File: config.mk
export PLATFORM = sky130hd
export DESIGN_NAME = cpu_dbus_bridge
export DESIGN_NICKNAME = d
export VERILOG_FILES = /design/src/rtl/cpu_dbus_bridge.sv
export SDC_FILE = /design/constraint.sdc
export NUM_CORES = 1
export LEC_CHECK = 0
export BUFFER_PORTS_ARGS = -buffer_cell sky130_fd_sc_hd__buf_2
export CAP_MARGIN = 5
export CORE_UTILIZATION = 53
export CTS_CLUSTER_DIAMETER = 150
export DETAILED_ROUTE_END_ITERATION = 6
export MAX_ROUTING_LAYER = met4
export PLACE_DENSITY = 0.8
export SYNTH_ARGS = -nofsm -noshare
export SYNTH_HDL_FRONTEND = slang
export SYNTH_SLANG_ARGS = --single-unit
export TNS_END_PERCENT = 20
File: constraint.sdc
create_clock -name clock -period 2.5 [get_ports clock]
set_clock_uncertainty 0.15 [all_clocks]
set_input_delay 0.375 -clock clock [delete_from_list [all_inputs] [get_ports clock]]
set_output_delay 0.375 -clock clock [all_outputs]
set_load 0.005 [all_outputs]
File: src/rtl/cpu_dbus_bridge.sv
// cpu_dbus_bridge: data-memory port to valid/ready bus bridge with a posted write slot and timeout abort
//
// Ports:
//   clock, reset            system clock; asynchronous active-low reset
//   cpu_addr/ren/wen        CPU request (byte address, load, store)
//   cpu_wdata/cpu_be        lane-aligned store data and byte enables
//   cpu_rdata               load data, valid when cpu_ready=1 after a load completes
//   cpu_ready               registered; 1 = request may be accepted / pipeline may advance
//   bus_valid/we/addr       bus request, direction, word-aligned address
//   bus_wdata/bus_be        write data and byte enables (4'hF on reads)
//   bus_ready/bus_rdata     target handshake and read data
//   err_count               saturating count of timeouts
//   proto_err               sticky flag: load and store requested together
module cpu_dbus_bridge #(
    parameter int          TIMEOUT_CYCLES = 64,
    parameter logic [31:0] ERR_RDATA      = 32'hDEADBEEF
) (
    input  logic        clock,
    input  logic        reset,
    input  logic [31:0] cpu_addr,
    input  logic        cpu_ren,
    input  logic        cpu_wen,
    input  logic [31:0] cpu_wdata,
    input  logic [3:0]  cpu_be,
    output logic [31:0] cpu_rdata,
    output logic        cpu_ready,
    output logic        bus_valid,
    output logic        bus_we,
    output logic [31:0] bus_addr,
    output logic [31:0] bus_wdata,
    output logic [3:0]  bus_be,
    input  logic        bus_ready,
    input  logic [31:0] bus_rdata,
    output logic [7:0]  err_count,
    output logic        proto_err
);
    localparam int TW = $clog2(TIMEOUT_CYCLES + 1);
    localparam logic [31:0] AMASK = 32'hFFFF_FFFC;

    // RESP is the extra cycle between the read handshake and cpu_ready rising
    typedef enum logic [2:0] {IDLE, WR, WR_WR, WR_RD, RD, RESP} state_t;
    state_t state;

    logic [TW-1:0] tcnt;
    logic [31:0]   pend_addr;
    logic [31:0]   pend_wdata;
    logic [3:0]    pend_be;
    logic          tmo;
    logic          done;
    logic          take_r;
    logic          take_w;

    // A timeout ends the transaction exactly like a handshake would
    assign tmo    = bus_valid & ~bus_ready & (tcnt == TW'(TIMEOUT_CYCLES - 1));
    assign done   = bus_valid & (bus_ready | tmo);
    // A simultaneous load and store services the load and drops the store
    assign take_r = cpu_ready & cpu_ren;
    assign take_w = cpu_ready & cpu_wen & ~cpu_ren;

    always_ff @(posedge clock or negedge reset) begin
        if (!reset) begin
            state      <= IDLE;
            cpu_ready  <= 1'b1;
            cpu_rdata  <= '0;
            bus_valid  <= 1'b0;
            bus_we     <= 1'b0;
            bus_addr   <= '0;
            bus_wdata  <= '0;
            bus_be     <= '0;
            err_count  <= '0;
            proto_err  <= 1'b0;
            tcnt       <= '0;
            pend_addr  <= '0;
            pend_wdata <= '0;
            pend_be    <= '0;
        end else begin
            tcnt <= done ? '0 : bus_valid ? tcnt + TW'(1) : tcnt;
            if (tmo && err_count != 8'hFF)
                err_count <= err_count + 8'd1;
            if (cpu_ready && cpu_ren && cpu_wen)
                proto_err <= 1'b1;
            case (state)
                IDLE: begin
                    if (take_r) begin
                        bus_valid <= 1'b1;
                        bus_we    <= 1'b0;
                        bus_addr  <= cpu_addr & AMASK;
                        bus_be    <= 4'hF;
                        cpu_ready <= 1'b0;
                        state     <= RD;
                    end else if (take_w) begin
                        bus_valid <= 1'b1;
                        bus_we    <= 1'b1;
                        bus_addr  <= cpu_addr & AMASK;
                        bus_wdata <= cpu_wdata;
                        bus_be    <= cpu_be;
                        state     <= WR;
                    end
                end
                WR: begin
                    if (take_r) begin
                        cpu_ready <= 1'b0;
                        if (done) begin
                            bus_we   <= 1'b0;
                            bus_addr <= cpu_addr & AMASK;
                            bus_be   <= 4'hF;
                            state    <= RD;
                        end else begin
                            pend_addr <= cpu_addr & AMASK;
                            state     <= WR_RD;
                        end
                    end else if (take_w) begin
                        if (done) begin
                            bus_addr  <= cpu_addr & AMASK;
                            bus_wdata <= cpu_wdata;
                            bus_be    <= cpu_be;
                        end else begin
                            pend_addr  <= cpu_addr & AMASK;
                            pend_wdata <= cpu_wdata;
                            pend_be    <= cpu_be;
                            cpu_ready  <= 1'b0;
                            state      <= WR_WR;
                        end
                    end else if (done) begin
                        bus_valid <= 1'b0;
                        state     <= IDLE;
                    end
                end
                WR_WR: begin
                    if (done) begin
                        bus_addr  <= pend_addr;
                        bus_wdata <= pend_wdata;
                        bus_be    <= pend_be;
                        cpu_ready <= 1'b1;
                        state     <= WR;
                    end
                end
                WR_RD: begin
                    if (done) begin
                        bus_we   <= 1'b0;
                        bus_addr <= pend_addr;
                        bus_be   <= 4'hF;
                        state    <= RD;
                    end
                end
                RD: begin
                    if (done) begin
                        cpu_rdata <= tmo ? ERR_RDATA : bus_rdata;
                        bus_valid <= 1'b0;
                        state     <= RESP;
                    end
                end
                RESP: begin
                    cpu_ready <= 1'b1;
                    state     <= IDLE;
                end
                default: state <= IDLE;
            endcase
        end
    end
endmodule

==> results.ini, run 1 <==
[yosys]
ys_warn_count=0
yosys_register_bits=186
synth_edf_count=0
syn_avg_cell_area_sq_um=12.1
ys.flop_type=dfrtp_1
yosysSeqAreaShare_pct=56.4
async_flop_share_pct=100
yosysUniqueCellTypes=55
syn-cell-area_sq_um=8260
postSynthCellCount=684

[setup_path]
cp.arrival_ns=2.55
cp_max_fo=31
rr_startpoint=tcnt[0]
critPathCaptureType=flip-flop
cp-start-kind=input port
ff2ff_path_depth=7
cp_data_required_time_ns=2.65
reg2reg_to=bus_addr[11]
setup.worst_path.class=in -> reg
ff2ff_setup_slack_ns=0.18

[floorplanning]
initial_core_util_pct=54.3
die_w_um=127
rows=45
coreArea_sq_um=15200
io_pins=217
die_h_um=127
dieArea_sq_um=16100

[sta]
finalSetupViolCount=0
hold_viol=0
fmax_mhz=416
period_share_pct=96.0
layout_min_cycle_time_ns=2.40
finalMaxSlewViolations=0
max_slew_margin_pct=64.0
rsz0062_at_grt=false
worst_pin_slew_ns=0.541
hold_ws_ns=0.0270
setup_tns_ns=0

[route]
wl_um=17400
drt-vias-per-instance=5.30
ant_nets=0
drcViolationCount=0
drt_iter0_markers=385
dr.pass1.iters=4
routed-via-count=5829
wire_per_inst_um=15.8

[run]
drv_cap=0

[worst_hold_path]
holdPathEnd=pend_addr[25]
hold_path_startpoint=cpu_addr[25]
min_path_cells=2
worstHoldPathType=in -> reg

[clock_network]
cts_resized=0
path_clk_slew_ns=0.07
clockRootBuffer=clkbuf_16
cts_max_level=4
post_cts_buffers=0
cts_buffers=17
clockBufferDepth=2
clock_latency_ns=0.42
cts_tree=yes
clkSinkCount=186

[global_routing]
grt_overflow=0
grt_pass1_wl_um=28300
grt_pass1_vias=5731
track_usage_pct=23.1
grt_max_degree=66
antenna_found_initial=1

[placed_design]
gp_congestion=0.869
dp_hpwl_um=12000
port-buffer-count=212

[layout]
nFillCells=1157
ff_latch_area_sq_um=4660
area_delta_synth_final_pct=23.6
multi_input_area_sq_um=3340
nets=1004
post_route_cells_drive_above_1_share_pct=41.5

[pwr]
p_leak_nw=5.64
ir_worst_vdd_mv=0.627
powerDensity_nw_per_um2=573
p_total_mw=5.85

[run_status]
status=finished, final reports clean

[synthesized netlist by cell type (all sizes together) (3+ instances only)]
| cell | number | area (sq um) |
|---|---|---|
| o41ai | 3 | 26.3 |
| and2 | 4 | 25.0 |
| a21oi | 18 | 90.1 |
| o22ai | 4 | 25.0 |
| xnor2 | 5 | 43.8 |
| buf | 20 | 156 |
| nand3 | 4 | 20.0 |
| o32ai | 3 | 26.3 |
| nand4 | 4 | 40.0 |
| clkbuf | 24 | 91.3 |
| nor2 | 35 | 134 |
| inv | 7 | 26.3 |
| mux2 | 128 | 1480 |
| mux2i | 33 | 330 |
| or3 | 3 | 18.8 |
| nor4 | 4 | 31.3 |
| xor2 | 6 | 52.6 |
| dfrtp | 185 | 4630 |
| o21ai | 69 | 357 |
| nand2 | 92 | 348 |
[worst max-delay path, stage by stage]
cell           delay [ns]
dlygate4sd3_1        0.53
buf_2                0.14
nand4bb_2            0.31
o21ai_4              0.25
o221ai_4             0.12
o21ba_4              0.25
buf_12               0.21
mux2_1               0.35
[what timing repair did]
action,4_1_cts,5_1_grt
setup endpoints to repair,0,0
hold endpoints to repair,60,0
hold buffers,2,0
[power breakdown]
group          switching (mW)  internal, mW
Combinational           0.105        0.0781
Clock                    1.12          1.54
Sequential                  0          3.01
[flip-flops by register name, indices dropped and copies added, names as in the netlist, 3 cells and up]
name / cells
bus_addr: 30
err_count: 8
cpu_rdata: 32
pend_addr: 30
state: 3
tcnt: 7
bus_wdata: 32
bus_be: 4
pend_be: 4
pend_wdata: 32
[worst max-delay path by stage]
stage          startpoint            to  slack [ns]
2_1_floorplan     tcnt[0]  bus_addr[22]        0.25
3_3_place_gp    bus_ready  bus_addr[31]        0.23
5_1_grt         bus_ready   bus_addr[7]        0.03
4_1_cts         bus_ready  bus_addr[11]         0.1
3_5_place_dp      tcnt[0]  bus_addr[11]        0.18
6_report        bus_ready  bus_addr[11]         0.1
[kinds of logic (layout without fill, tap and decap cells)]
kind of cell,count (synthesis),in the layout,share of synthesized area [%]
flip-flops,186,186,56.4
AO/OA/AOI/OAI,117,117,8.64
AND/OR/NAND/NOR,154,154,8.26
buffers and inverters,52,277,3.36
multiplexers,161,161,21.9
adder cells (fa/ha/maj),2,2,0.303
XOR/XNOR,11,11,1.17
other,1,3,0.0454
[area by class of cell]
class | count | area share, %
antenna | 1 | 0.0245
multi-input combinational | 447 | 32.7
clock inverter | 9 | 1.10
tap | 188 | 2.30
timing repair buffer | 237 | 13.4
sequential | 186 | 45.6
inverter | 8 | 0.294
clock buffer | 23 | 4.59
[per-stage QoR]
| stage | cells | util (%) | setup slack [ns] | area (sq um) |
|---|---|---|---|---|
| final | 1099 | 67.1 | 0.0988 | 10200 |
| after global routing | 1099 | 67.1 | 0.0344 | 10200 |
| after CTS | 1098 | 67.1 | 0.0979 | 10200 |
| after detailed placement | 1064 | 63.2 | 0.184 | 9600 |
| after global placement | 1064 | 63.2 | 0.233 | 9600 |
| after floorplan | 685 | - | 0.248 | 8260 |
[layer usage]
layer | track usage [%] | routed length [um] | up-vias
li1 | - | - | 2811
met1 | 29.2 | 7660 | 2829
met2 | 36.6 | 8410 | 171
met3 | 5.74 | 1020 | 18
met4 | 7.84 | 261 | 0
met5 | - | 0 | -
[cells in the final DEF (no fill, tap or decap), types with 4 or more instances in the layout]
master	Yosys	layout
clkbuf_1	23	4
xnor2_1	5	5
mux2i_1	33	33
mux2_4	9	9
buf_2	11	211
buf_4	3	15
mux2_1	24	24
mux2_2	95	95
o21ai_0	68	68
buf_12	0	8
clkbuf_16	0	17
nand2_1	91	91
a21oi_1	18	18
nor2_1	34	34
and2_1	4	4
dfrtp_1	185	185
xor2_1	6	6
o22ai_1	4	4
inv_1	7	7
Power figures use the tool's default switching activity.
==> inputs of run 2 (changes only) <==
Settings changed: CORE_MARGIN from default to 2.
==> results.ini, run 2 (synthesis gave the netlist of run 1 again) <==
[setup_path]
cp.arrival_ns=2.53
worstPathCellList=ha_1 -> nand4_4 -> o21ai_4 -> buf_4 -> nor4_4 -> and2_1 -> buf_12 -> mux2_2
cp_num_buf_inv=2
cp_max_fo=31
cp-start-kind=flip-flop
crit_family=simple AND/OR/NAND/NOR gates
critPathCaptureType=flip-flop
setup.worst_path.class=reg -> reg
crit_path_max_incr_delay_ns=0.41
slowest_stage=dfrtp_1
cp_data_required_time_ns=2.66

[floorplanning]
die_h_um=129
io_pins=217
coreArea_sq_um=15200
initial_core_util_pct=54.3
die_w_um=129
rows=45
dieArea_sq_um=16600

[route]
dr.pass1.iters=4
routed-via-count=5883
drt_iter0_markers=352
wl_um=17900
wire_per_inst_um=16.2
drt-vias-per-instance=5.32
ant_nets=0
drcViolationCount=0

[sta]
hold_viol=0
finalMaxSlewViolations=0
worst_pin_slew_ns=0.569
layout_min_cycle_time_ns=2.37
max_slew_margin_pct=62.0
fmax_mhz=422
rsz0062_at_grt=false
finalSetupViolCount=0
period_share_pct=94.9
layout_setup_ws_ns=0.128
setup_tns_ns=0

[clock_network]
clockBufferDepth=2
clock_latency_ns=0.42
cts_max_level=4
path_clk_slew_ns=0.07
clockRootBuffer=clkbuf_16
clkSinkCount=186
cts_buffers=17
cts_tree=yes

[layout]
nets=1012
post_route_cells_drive_above_1_share_pct=42.1
final_cell_mix=211 x buf_2, 185 x dfrtp_1, 95 x mux2_2
top_regs=bus_wdata: 32 flops, cpu_rdata: 32 flops, pend_wdata: 32 flops
antenna_cells=0
nFillCells=1187
fin_util_pct=67.6
area_delta_synth_final_pct=24.4
mostFrequentLayoutCell=buf_2

[placed_design]
pre_cts_slack_ns=0.121
gp_congestion=0.860
port-buffer-count=212
dp_hpwl_um=12400

[run_status]
status=finished, final reports clean

[global_routing]
grt_pass1_wl_um=28600
grt_pass1_vias=5883
grt_overflow=0
antenna_found_initial=0
grt_max_degree=66
track_usage_pct=22.5

[worst_hold_path]
worstHoldPathType=in -> reg

[pwr]
powerDensity_nw_per_um2=562
ir_worst_vdd_mv=0.432
p_leak_nw=5.68

[run]
drv_cap=0

-- run 2: layer usage --
layer | track usage, % | vias to the layer above | share of wire (%)
met4 | 6.91 | 0 | 1.4
met2 | 35.2 | 172 | 48
met3 | 6.24 | 18 | 6.1
li1 | - | 2826 | -
met1 | 28.7 | 2867 | 45
met5 | - | - | 0
-- run 2: worst paths after layout --
check                                 to  cells past startpoint  slack, ns           from
min in group asynchronous  cpu_rdata[18]                      2       0.36          reset
max reg2reg                pend_addr[18]                      8       0.13        tcnt[0]
min reg2reg                bus_wdata[21]                      2       0.32  bus_wdata[21]
max in group asynchronous      cpu_ready                      3       1.13          reset
min                        pend_addr[21]                      2       0.03   cpu_addr[21]
max                        pend_addr[18]                      8       0.13        tcnt[0]
-- run 2: final cells by class --
class                      count  area [sq um]  area share [%]
clock buffer                  23           478            4.65
clock inverter                 8          86.3           0.840
inverter                       8          30.0           0.292
multi-input combinational    447          3360            32.7
sequential                   186          4660            45.3
tap                          188           235            2.29
timing repair buffer         245          1430            13.9
-- run 2: metrics by stage --
step | power, mW | hold WS (ns) | instance area, sq um | instances
floorplan | 3.09 | -0.0706 | 8260 | 685
global placement | 3.25 | 0.232 | 9650 | 1069
detailed placement | 3.25 | 0.234 | 9650 | 1069
CTS | 5.85 | 0.0138 | 10200 | 1102
global route | 5.99 | 0.00857 | 10300 | 1105
finish | 5.77 | 0.0319 | 10300 | 1105
-- run 2: timing repair --
item	4_1_cts	5_1_grt
resized for setup	0	2
setup buffers	0	3
setup endpoints to repair	0	17
hold buffers	2	0
endpoints found under the hold margin	53	0
-- run 2: report_power, final --
part,internal [mW],switching (mW)
logic,0.0813,0.108
clock network,1.46,1.12
registers,3.01,0
